`config.mk`:
```
export PLATFORM = sky130hd
export DESIGN_NAME = z_sdpram_rd_arb
export DESIGN_NICKNAME = d
export VERILOG_FILES = /design/src/rtl/z_sdpram_rd_arb.sv
export SDC_FILE = /design/constraint.sdc
export NUM_CORES = 1
export LEC_CHECK = 0
export BUFFER_PORTS_ARGS = -buffer_cell sky130_fd_sc_hd__buf_2
export CORE_AREA = 5 5 117 119
export CTS_BUF_LIST = sky130_fd_sc_hd__clkbuf_4 sky130_fd_sc_hd__clkbuf_8
export DETAILED_ROUTE_END_ITERATION = 8
export DIE_AREA = 0 0 122 124
export MAX_ROUTING_LAYER = met4
export PLACE_DENSITY = 0.44
export SETUP_SLACK_MARGIN = 0.2
export SYNTH_ARGS = -nofsm -noshare
export SYNTH_HDL_FRONTEND = slang
export SYNTH_SLANG_ARGS = --single-unit
```
`constraint.sdc`:
```
create_clock -name clk -period 1.3 [get_ports clk]
set_clock_uncertainty 0.15 [all_clocks]
set_input_delay 0.195 -clock clk [delete_from_list [all_inputs] [get_ports clk]]
set_output_delay 0.195 -clock clk [all_outputs]
set_load 0.02 [all_outputs]
```
`src/rtl/z_sdpram_rd_arb.sv`:
```
// Read-port arbiter sharing one z_sdpram read port among NUM_REQ requesters.
// Define Z_SDPRAM_ARB_RR_EN for round-robin arbitration; otherwise fixed priority (lowest index wins).
module z_sdpram_rd_arb #(
    parameter int NUM_REQ    = 4,
    parameter int ADDR_WIDTH = 8,
    parameter int DATA_WIDTH = 128,
    parameter int LATENCY    = 2
) (
    input  logic                          clk,
    input  logic                          rst,
    input  logic [NUM_REQ-1:0]            req_valid,
    input  logic [NUM_REQ*ADDR_WIDTH-1:0] req_addr,
    output logic [NUM_REQ-1:0]            req_ready,
    output logic                          ram_ena_r,
    output logic [ADDR_WIDTH-1:0]         ram_addr_r,
    input  logic [DATA_WIDTH-1:0]         ram_dout,
    output logic [NUM_REQ-1:0]            rsp_valid,
    output logic [DATA_WIDTH-1:0]         rsp_data,
    output logic                          busy
);

    localparam int IDX_W = (NUM_REQ > 1) ? $clog2(NUM_REQ) : 1;

    logic [NUM_REQ-1:0] grant;
    logic               grant_any;

`ifdef Z_SDPRAM_ARB_RR_EN
    logic [IDX_W-1:0] ptr;
    logic [IDX_W-1:0] gidx;

    // Descending scan so the candidate at the pointer (k = 0) is written last and wins.
    always_comb begin
        int cand;
        grant = '0;
        gidx  = '0;
        cand  = 0;
        if (!rst) begin
            for (int k = NUM_REQ - 1; k >= 0; k--) begin
                cand = int'(ptr) + k;
                if (cand >= NUM_REQ) cand = cand - NUM_REQ;
                if (req_valid[IDX_W'(cand)]) begin
                    grant              = '0;
                    grant[IDX_W'(cand)] = 1'b1;
                    gidx               = IDX_W'(cand);
                end
            end
        end
    end

    always_ff @(posedge clk) begin
        if (rst) begin
            ptr <= '0;
        end else if (grant_any) begin
            ptr <= (gidx == IDX_W'(NUM_REQ - 1)) ? '0 : gidx + 1'b1;
        end
    end
`else
    always_comb begin
        grant = '0;
        if (!rst) begin
            for (int k = NUM_REQ - 1; k >= 0; k--) begin
                if (req_valid[IDX_W'(k)]) begin
                    grant              = '0;
                    grant[IDX_W'(k)]   = 1'b1;
                end
            end
        end
    end
`endif

    assign grant_any = |grant;
    assign req_ready = grant;

    // One-hot AND-OR address mux; zero when nothing is granted.
    always_comb begin
        ram_addr_r = '0;
        for (int k = 0; k < NUM_REQ; k++) begin
            if (grant[k]) ram_addr_r = ram_addr_r | req_addr[k*ADDR_WIDTH +: ADDR_WIDTH];
        end
    end

    // Tag pipeline: stage 0 captures the grant, stage LATENCY-1 lines up with ram_dout.
    logic               vld_p [LATENCY];
    logic [NUM_REQ-1:0] id_p  [LATENCY];

    always_ff @(posedge clk) begin
        if (rst) begin
            for (int k = 0; k < LATENCY; k++) vld_p[k] <= 1'b0;
        end else begin
            vld_p[0] <= grant_any;
            for (int k = 1; k < LATENCY; k++) vld_p[k] <= vld_p[k-1];
        end
    end

    always_ff @(posedge clk) begin
        id_p[0] <= grant;
        for (int k = 1; k < LATENCY; k++) id_p[k] <= id_p[k-1];
    end

    always_comb begin
        busy = 1'b0;
        for (int k = 0; k < LATENCY; k++) busy = busy | vld_p[k];
    end

    // The RAM pipeline keeps stepping while reads are in flight so latency stays fixed.
    assign ram_ena_r = !rst && (grant_any || busy);
    assign rsp_valid = vld_p[LATENCY-1] ? id_p[LATENCY-1] : '0;
    assign rsp_data  = ram_dout;

endmodule
```
Yosys cells after proc, flatten, opt, wreduce, memory -nomap -nowiden

Memories as Yosys holds them, arrays and structs flattened.
Index checks and enable logic that the tools add are counted.

Bits in registers: 0
Memory bits (writable): 10
Output and inout port bits: 146
Word-level logic and storage cells: 25
Memories kept: 2

Muxes and demuxes: 13
Bitwise logic cells: 6
Reductions and logical operators: 4

Memory list:

| name  | depth | width | rd ports | clocked after Yosys merged registers in | write ports | line | RTL |
|---|---|---|---|---|---|---|---|
| id_p  | 2     | 4     | 2        | 0                                       | 2           | 84   | `logic [NUM_REQ-1:0] id_p [LATENCY];` |
| vld_p | 2     | 1     | 2        | 0                                       | 2           | 83   | `logic vld_p [LATENCY];` |

Operators by type and width:

| kind               | count |
|---|---|
| two-way mux 8 bit  | 4 |
| OR 8 bit           | 3 |
| two-way mux 4 bit  | 3 |
| two-way mux 1 bit  | 5 |
| OR reduction 4 bit | 1 |
| OR 1 bit           | 3 |
| two-way mux 2 bit  | 1 |
| logical AND 1 bit  | 1 |
| logical NOT 1 bit  | 1 |
| logical OR 1 bit   | 1 |

Logic depth before layout (Yosys ltp)

Gate-level depths: netlist (run 1).

Depth after elaboration: 10
Depth in mapped cells: 3
Gate-level depth less buffers: 2

Worst setup path before layout (run 1)

OpenSTA, ideal clock, no wires.

Path kind: input port to output port
Start point: input port req_valid[1]
End point: output port ram_ena_r
Arrival: 0.781 ns
Data required time: 0.955 ns
Path slack: 0.174 ns
Stages on the path: 3
Buffers on the path: 1
Cells stage by stage: buf_2 nor2_1 a21oi_1

Cells in the longest elaborated chain, start to end: 6

RTL lines:

| item               | line | RTL |
|---|---|---|
| start, declared    | 11   | `input logic [NUM_REQ-1:0] req_valid,` |
| two-way mux 2 bit  | 62   | `if (req_valid[IDX_W'(k)]) begin` |
| two-way mux 4 bit  | 62   |  |
| two-way mux 4 bit  | 60   | `if (!rst) begin` |
| OR reduction 4 bit | 71   | `assign grant_any = \|grant;` |
| logical OR 1 bit   | 106  | `assign ram_ena_r = !rst && (grant_any \|\| busy);` |
| logical AND 1 bit  | 106  |  |
| end, declared      | 14   | `output logic ram_ena_r,` |

No other way between the ends.

Worst setup path in the final report (run 1)

Start point: input port req_valid[0]
End point: output port ram_addr_r[3]

Cells in the longest elaborated chain, start to end: 9

RTL lines:

| item                | line | RTL |
|---|---|---|
| two-way mux 4 bit * | 62   |  |
| two-way mux 4 bit * | 60   |  |
| two-way mux 8 bit   | 78   | `if (grant[k]) ram_addr_r = ram_addr_r \| req_addr[k*ADDR_WIDTH +: ADDR_WIDTH];` |
| OR 8 bit            | 78   |  |
| two-way mux 8 bit * | 78   |  |
| OR 8 bit            | 78   |  |
| two-way mux 8 bit * | 78   |  |
| OR 8 bit            | 78   |  |
| two-way mux 8 bit * | 78   |  |
| end, declared       | 15   | `output logic [ADDR_WIDTH-1:0] ram_addr_r,` |

Mark *: on every way between the ends. The rest lies on a longest branch, timed or not.

==> results.txt, run 1 <==
design area -> 928 µm²
largest net degree at the start of global routing -> 11
Worst R2R Setup Slack -> 540 ps
Non-Filler Instances -> 247
Setup CP Type -> in -> out
initial antenna violation count -> 0
via count -> 616
CTS Hold Bufs -> 0
synthesized instance count -> 160
yosys warns -> 0
Overall Global Routing Usage -> 4.15%
Max Slew Vio Count -> 0
RePlAce Congestion -> 0.642
Static Leak -> 0.397 nW
Yosys top cell by area -> buf_4
Residual DRC -> 0
post-synthesis cell type count -> 13
Hold Path Class -> in -> reg
Switching Share -> 26.1%
Net Switching -> 0.179 mW
Cell Chain, Critical Path -> buf_8, nor2b_4, buf_6, a32o_2, buf_6
count leader, synth -> buf_4
Fin. Hold Viols -> 0
H-tree levels -> 1
Final Setup Violations -> 0
Clk pwr share -> 39.8%
FP Rows -> 41
slowest CP cell -> a32o_2
Layout Nets -> 243
Int Pwr -> 0.507 mW
total wire length -> 3470 µm
worst-path maximum fanout -> 5
Avg Vias per Cell -> 2.49
ys flop type -> dfxtp_1
CTS sink cnt -> 6
number of flops mapped to enable cells by yosys -> 0
initial core utilization -> 10.2%
drt first pass iters -> 2
Worst Path Arrival -> 900 ps
CTS Buffer Depth -> 2
Top delay family on crit path -> buffers and inverters
combinational power share -> 31.1%
Avg Cell Area, Syn -> 7.96 µm²
Area Growth Syn to Fin -> -27.1%
CTS tree -> built
root buffer cell -> clkbuf_8
DR WL/cell -> 14.0 µm
MaxCap Viol Count -> 0
First DRT Iteration DRCs -> 9
Synth async-reset ratio -> 0%
setup ws final -> 51.5 ps
Netlist Area Pre-Place -> 1270 µm²
status -> finished clean
Fillers -> 1454
Worst Path Required -> 950 ps
share of cells above drive strength 1 -> 81.3%
Final ANT Viol Nets -> 0
# port buffers -> 33
Final period util -> 96.0%
PwrDens -> 739 nW/µm²
chip height -> 124 µm
CP bufs+invs -> 3
Startpoint Class -> input pin
Skew-Pair Late Insertion Delay -> 220 ps
grt ovf -> 0
detailed placement HPWL -> 2860 µm
ANT cells -> 0
Num CTS Buffers -> 3
Placeable Area -> 12500 µm²
Setup crit end kind -> primary output
DP Cell Count -> 241
Crit path largest cell delay -> 230 ps
DP Worst Slack -> -28.0 ps
Max Fclk -> 801 MHz
number of placed I/O pins -> 312
die area -> 15100 µm²
Setup TNS -> 0 ps
most frequent cells after synthesis -> buf_4, a32o_1, dfxtp_1, and2_1, nor2_1
Reg power frac -> 29.1%
first-pass GRT wire length -> 4310 µm
vias in the first global route -> 686
Final Hold Slack -> 78.8 ps
clock slew at reported path FFs -> 30 ps
RSZ-0062 raised after global routing -> true
Max IR drop VDD -> 0.167 mV
Tmin final -> 1250 ps
area fraction of the dominant cell type after synthesis -> 77.8%
#FFs+latches synth -> 6
Post-DP Area -> 714 µm²
ranking of synthesized cells by area -> buf_4, dfxtp_1, a32o_1, and2_1, buf_6
register area share after synthesis -> 9.43%
PnR Total Power -> 0.686 mW
DIE WIDTH -> 122 µm
crit-path most repeated cell -> buf_6
final core occ -> 7.45%
[worst paths after layout]
check / from / endpoint / depth (start not counted)
worst max-delay path: req_valid[0] / ram_addr_r[3] / 5
worst min-delay path: req_valid[0] / vld_p[0][0] / 3
worst max register to register: vld_p[0][0] / vld_p[0][1] / 1
worst min register to register: id_p[0][1] / id_p[0][5] / 0
[layout make-up]
cell class                 count  area, µm²  area share (%)
clock buffer                   3       41.3            4.45
inverter                       1       3.75           0.404
multi-input combinational     22        188            20.2
sequential                     6        125            13.5
tap                          172        215            23.2
timing repair buffer          43        355            38.3
[worst min-delay path: cells and delay by family]
family	cells	cell delay, ps
AND/OR/NAND/NOR	2	130
buffers and inverters	1	80
[layer usage]
| metal | vias to the layer above | routed length, µm | global-route usage (%) |
|---|---|---|---|
| met5 | - | 0 | - |
| met4 | 0 | 366 | 5.11 |
| met3 | 61 | 1030 | 5.68 |
| met2 | 129 | 1500 | 6.35 |
| met1 | 228 | 577 | 1.12 |
| li1 | 198 | - | - |
[logic make-up after synthesis]
group           count (synthesis)  synth area share [%]
buf+inv                       135                  79.4
compound gates                  9                  6.68
simple gates                    9                  4.22
flops                           6                  9.43
other cells                     1                 0.294
[layout by cell type, fill, tap and decap left out]
cell	synthesis	final
a21oi_2	0	1
a32o_1	8	2
a32o_2	0	6
and2_1	3	1
and2_4	0	2
and2b_2	1	1
buf_2	1	17
buf_4	132	8
buf_6	1	16
buf_8	0	2
clkbuf_8	0	3
conb_1	1	4
dfxtp_1	6	4
dfxtp_2	0	1
dfxtp_4	0	1
inv_1	1	1
nor2_1	3	2
nor2_4	0	2
nor2b_4	0	1
[sequential cells by signal, summed over array words and instances, names as in the netlist]
signal	flops
vld_p	2
id_p	4
[timing repair]
action                     4_1_cts  5_1_grt
setup endpoints to repair       14       14
pin swaps                        7        5
buffers inserted                 2        1
gates resized for setup         38       12
[power groups by stage]
stage | sequential [mW] | combinational, mW | clock, mW
after floorplan | 0.199 | 0.666 | 0
after global placement | 0.200 | 0.154 | 0
after detailed placement | 0.201 | 0.155 | 0
after CTS | 0.199 | 0.201 | 0.287
after global routing | 0.201 | 0.226 | 0.298
final | 0.200 | 0.213 | 0.273
No activity file was read; power rests on OpenSTA's default activity.
==> inputs of run 2 (changes only) <==
--- a/config.mk
+++ b/config.mk
@@ -6,4 +6,5 @@
 export NUM_CORES = 1
 export LEC_CHECK = 0
+export ABC_AREA = 1
 export BUFFER_PORTS_ARGS = -buffer_cell sky130_fd_sc_hd__buf_2
 export CORE_AREA = 5 5 117 119
@@ -14,4 +15,5 @@
 export PLACE_DENSITY = 0.44
 export SETUP_SLACK_MARGIN = 0.2
+export SLEW_MARGIN = 20
 export SYNTH_ARGS = -nofsm -noshare
 export SYNTH_HDL_FRONTEND = slang
--- a/constraint.sdc
+++ b/constraint.sdc
@@ -3,3 +3,3 @@
 set_input_delay 0.195 -clock clk [delete_from_list [all_inputs] [get_ports clk]]
 set_output_delay 0.195 -clock clk [all_outputs]
-set_load 0.02 [all_outputs]
+set_load 0.01 [all_outputs]
==> results.txt, run 2 <==
largest net degree at the start of global routing -> 7
CTS tree -> built
via count -> 628
Residual DRC -> 0
Hold Path Class -> in -> reg
commonest non-fill, non-tap cell in the layout -> buf_2
max reg flops -> 4
#FFs+latches synth -> 6
Synth async-reset ratio -> 0%
Final Hold Slack -> 7.83 ps
ranking of synthesized cells by area -> buf_4, dfxtp_1, o21ai_2, inv_1, nand2_1
endpoint of the worst register-to-register path -> vld_p[0][1]
Cell Chain, Critical Path -> nor2_4, a31oi_1, buf_2
Max Slew Vio Count -> 0
worst-path maximum fanout -> 2
Setup crit end kind -> primary output
Final ANT Viol Nets -> 0
CTS sink cnt -> 6
Post-DP Area -> 738 µm²
number of placed I/O pins -> 312
drt first pass iters -> 4
synthesized instance count -> 179
FP Rows -> 41
root buffer cell -> clkbuf_8
final core occ -> 7.92%
Avg Cell Area, Syn -> 7.43 µm²
ANT cells -> 0
Setup TNS -> 0 ps
Num CTS Buffers -> 3
Final period util -> 97.8%
DR WL/cell -> 11.0 µm
yosys warns -> 0
Avg Vias per Cell -> 2.35
Skew-Pair Late Insertion Delay -> 220 ps
DP Cell Count -> 256
largest registers -> id_p: 4 flops, vld_p: 2 flops
slowest CP cell -> dfxtp_4
Netlist Area Pre-Place -> 1330 µm²
# port buffers -> 33
vias in the first global route -> 646
Area Growth Syn to Fin -> -25.8%
reg2reg start -> vld_p[0][0]
Placeable Area -> 12500 µm²
die area -> 15100 µm²
Setup crit end -> ram_ena_r
Non-Filler Instances -> 267
H-tree levels -> 1
Final Setup Violations -> 0
Startpoint Class -> register
count leader, synth -> buf_4
chip height -> 124 µm
detailed placement HPWL -> 2230 µm
Layout Nets -> 263
first-pass GRT wire length -> 3540 µm
Hold Crit Start -> rst
status -> finished clean
ys flop type -> dfxtp_1
Worst Path Required -> 950 ps
DP Worst Slack -> -6.14 ps
grt ovf -> 0
initial core utilization -> 10.7%
most frequent cells after synthesis -> buf_4, inv_1, nand2_1, o21ai_2, dfxtp_1
Reg with most FFs -> id_p
CTS Buffer Depth -> 2
Fillers -> 1453
Max Fclk -> 786 MHz
Worst Path Arrival -> 930 ps
post-synthesis cell type count -> 12
PwrDens -> 678 nW/µm²
clock slew at reported path FFs -> 40 ps
First DRT Iteration DRCs -> 12
PnR Total Power -> 0.670 mW
total wire length -> 2940 µm
Crit path largest cell delay -> 370 ps
area fraction of the dominant cell type after synthesis -> 74.5%
Setup CP Type -> reg -> out
commonest cells after routing, fill and taps aside -> buf_2, inv_1, o21ai_2
Reg2Reg Depth -> 2
Max IR drop VDD -> 0.145 mV
share of cells above drive strength 1 -> 75.8%
Overall Global Routing Usage -> 3.41%
MaxCap Viol Count -> 0
DIE WIDTH -> 122 µm
initial antenna violation count -> 0
crit path from -> vld_p[0][1]
design area -> 987 µm²
number of flops mapped to enable cells by yosys -> 0
Yosys top cell by area -> buf_4
Worst R2R Setup Slack -> 640 ps
setup ws final -> 28.1 ps
register area share after synthesis -> 9.03%
Tmin final -> 1270 ps
RSZ-0062 raised after global routing -> true
Static Leak -> 0.458 nW
RePlAce Congestion -> 0.551
Fin. Hold Viols -> 0
[run 2: cell types whose count changed in the layout (fill, tap and decap cells not counted), moves of 2 or more]
cell     change
a32o_1       -2
a32o_2       -6
and2_4       -2
buf_12       +3
buf_2       +10
buf_4        -3
buf_6       -13
inv_1       +10
inv_2        +3
nand2_2      +7
nand2_4      +2
nand3_4      +2
o21ai_2      +8
[run 2: cell families (layout without fill, tap and decap cells)]
kind of cell,after synthesis,in the layout,share of synthesized area [%]
buffers and inverters,148,59,79.0
DFF,6,6,9.03
AOI/OAI and AO/OA,10,10,6.11
and+or+nand+nor,14,16,5.55
other,1,4,0.282
[run 2: critical path: cells and delay by family (launching register included)]
| family | cells | cell delay [ps] |
|---|---|---|
| compound gates | 1 | 140 |
| buf+inv | 1 | 160 |
| flops | 1 | 370 |
| simple gates | 1 | 40 |
[run 2: final cells by class]
class	instances	area [µm²]	share of cell area [%]
Clock buffer	3	41.3	4.18
Inverter	16	77.6	7.86
Multi-Input combinational cell	30	239	24.2
Sequential cell	6	125	12.7
Tap cell	172	215	21.8
Timing Repair Buffer	40	289	29.3
[run 2: layer usage]
metal,part of all wire (%),global-route usage (%),wire length (µm)
met3,19,1.63,561
met5,0,-,0
met1,16,1.01,470
met4,14,6.37,409
met2,51,6.32,1500
[run 2: repair_timing]
item | 4_1_cts | 5_1_grt
hold buffers | 0 | 0
setup buffers | 2 | 4
cloned | 2 | 0
endpoints found under the hold margin | 0 | 0
setup endpoints to repair | 13 | 13
resized for setup | 21 | 16
pin swaps | 6 | 9
[run 2: report_power, final]
group	switching, mW	total (mW)	internal (mW)
Sequential	0.00726	0.202	0.195
Clock	0.0751	0.274	0.198
Combinational	0.0996	0.194	0.0946
[run 2: worst min path at each step]
stage             endpoint  slack [ps]  cells after the start
4_1_cts        vld_p[0][1]          30                      2
6_report       vld_p[0][0]           8                      2
3_5_place_dp    id_p[0][4]         160                      0
5_1_grt        vld_p[0][0]           9                      2
3_3_place_gp    id_p[0][5]         160                      0
2_1_floorplan  vld_p[0][0]         110                      1
==> inputs of run 3 (changes only) <==
Settings changed: CTS_CLUSTER_DIAMETER set to 150, PLACE_DENSITY 0.44 to 0.48.
==> results.txt, run 3 (synthesized netlist as in run 2, its figures left out) <==
CTS Buffer Depth -> 2
max reg flops -> 4
# port buffers -> 33
grt ovf -> 0
CTS tree -> built
Overall Global Routing Usage -> 4.40%
vias in the first global route -> 689
Cell Chain, Critical Path -> nor2_2, a31oi_1, buf_2
status -> finished clean
first-pass GRT wire length -> 4330 µm
reg2reg start -> vld_p[0][0]
drt first pass iters -> 2
met2 wire length -> 1720 µm
Worst Path Required -> 950 ps
DR WL/cell -> 13.4 µm
FP Rows -> 41
Final period util -> 96.1%
Placeable Area -> 12500 µm²
ANT cells -> 0
root buffer cell -> clkbuf_8
Fin. Hold Viols -> 0
Residual DRC -> 0
Static Leak -> 0.419 nW
Setup CP Type -> reg -> out
initial core utilization -> 10.7%
H-tree levels -> 1
Crit path largest cell delay -> 320 ps
RePlAce Congestion -> 0.637
chip height -> 124 µm
routed wl met3 -> 559 µm
Worst R2R Setup Slack -> 660 ps
Tmin final -> 1250 ps
Hold Crit Start -> rst
clock slew at reported path FFs -> 40 ps
worst-path maximum fanout -> 2
Final Setup Violations -> 0
met1 wire length -> 744 µm
RSZ-0062 raised after global routing -> true
DIE WIDTH -> 122 µm
Hold Path Depth -> 2
Area Growth Syn to Fin -> -31.5%
largest net degree at the start of global routing -> 7
Setup crit end kind -> primary output
Num CTS Buffers -> 3
Final Hold Slack -> 1.78 ps
commonest non-fill, non-tap cell in the layout -> buf_2
Layout Nets -> 260
initial antenna violation count -> 0
detailed placement HPWL -> 2820 µm
largest registers -> id_p: 4 flops, vld_p: 2 flops
Hold Path Class -> in -> reg
total wire length -> 3540 µm
MaxCap Viol Count -> 0
CTS sink cnt -> 6
CTS Hold Bufs -> 0
Worst Path Arrival -> 900 ps
First DRT Iteration DRCs -> 8
PwrDens -> 732 nW/µm²
Setup TNS -> 0 ps
Max IR drop VDD -> 0.203 mV
Skew-Pair Late Insertion Delay -> 220 ps
Max Fclk -> 800 MHz
Hold Path End -> vld_p[0][1]
die area -> 15100 µm²
Max Used Layer -> met4
Final ANT Viol Nets -> 0
share of cells above drive strength 1 -> 70.7%
Max Slew Vio Count -> 0
commonest cells after routing, fill and taps aside -> buf_2, inv_1, nand2_2, o21ai_2
slowest CP cell -> dfxtp_2
Avg Vias per Cell -> 2.39
via count -> 631
Reg with most FFs -> id_p
Startpoint Class -> register
number of placed I/O pins -> 312
Reg2Reg Depth -> 2
endpoint of the worst register-to-register path -> vld_p[0][1]
run 3: layout make-up:
type,count,area (µm²)
clock buffer,3,41.3
timing repair buffer,37,230
tap,172,215
multi-input combinational,30,221
fill,1474,11600
sequential,6,123
inverter,16,80.1
run 3: worst max path at each step:
stage	start	end	slack (ps)	cells past startpoint
3_5_place_dp	rst	ram_addr_r[3]	40	5
6_report	vld_p[0][0]	ram_ena_r	50	3
2_1_floorplan	req_valid[0]	ram_addr_r[0]	340	3
4_1_cts	vld_p[0][1]	ram_ena_r	50	3
5_1_grt	vld_p[0][1]	ram_ena_r	5	3
3_3_place_gp	rst	ram_addr_r[3]	60	5
run 3: routing by layer:
layer / up-vias / track usage [%]
met5: - / -
met4: 0 / 7.91
met3: 64 / 1.95
met2: 95 / 7.46
met1: 245 / 2.08
li1: 227 / -
run 3: repair_timing:
action | 4_1_cts | 5_1_grt
gates cloned | 2 | 0
buffers inserted | 2 | 2
pin swaps | 5 | 5
gates resized for setup | 19 | 10
setup endpoints to repair | 13 | 12
run 3: critical path: cells and delay by family (launching register included):
family,cells,cell delay [ps]
flip-flops,1,320
buffers and inverters,1,150
AND/OR/NAND/NOR,1,130
AO/OA/AOI/OAI,1,90
run 3: power by group:
group | total (mW) | switching [mW] | internal [mW]
clock | 0.286 | 0.0864 | 0.199
sequential | 0.201 | 0.00526 | 0.196
combinational | 0.180 | 0.100 | 0.0795
total | 0.666 | 0.192 | 0.475
run 3: metrics by stage:
stage               util [%]  area (µm²)  cells  setup slack, ps  power, mW
global placement        5.86         731    255             58.9      0.336
floorplan                  -        1340    182              344      0.678
CTS                     6.92         862    262             51.6      0.658
global route            7.31         911    264             4.82      0.694
detailed placement      5.86         731    255             36.8      0.337
finish                  7.31         911    264             50.6      0.666
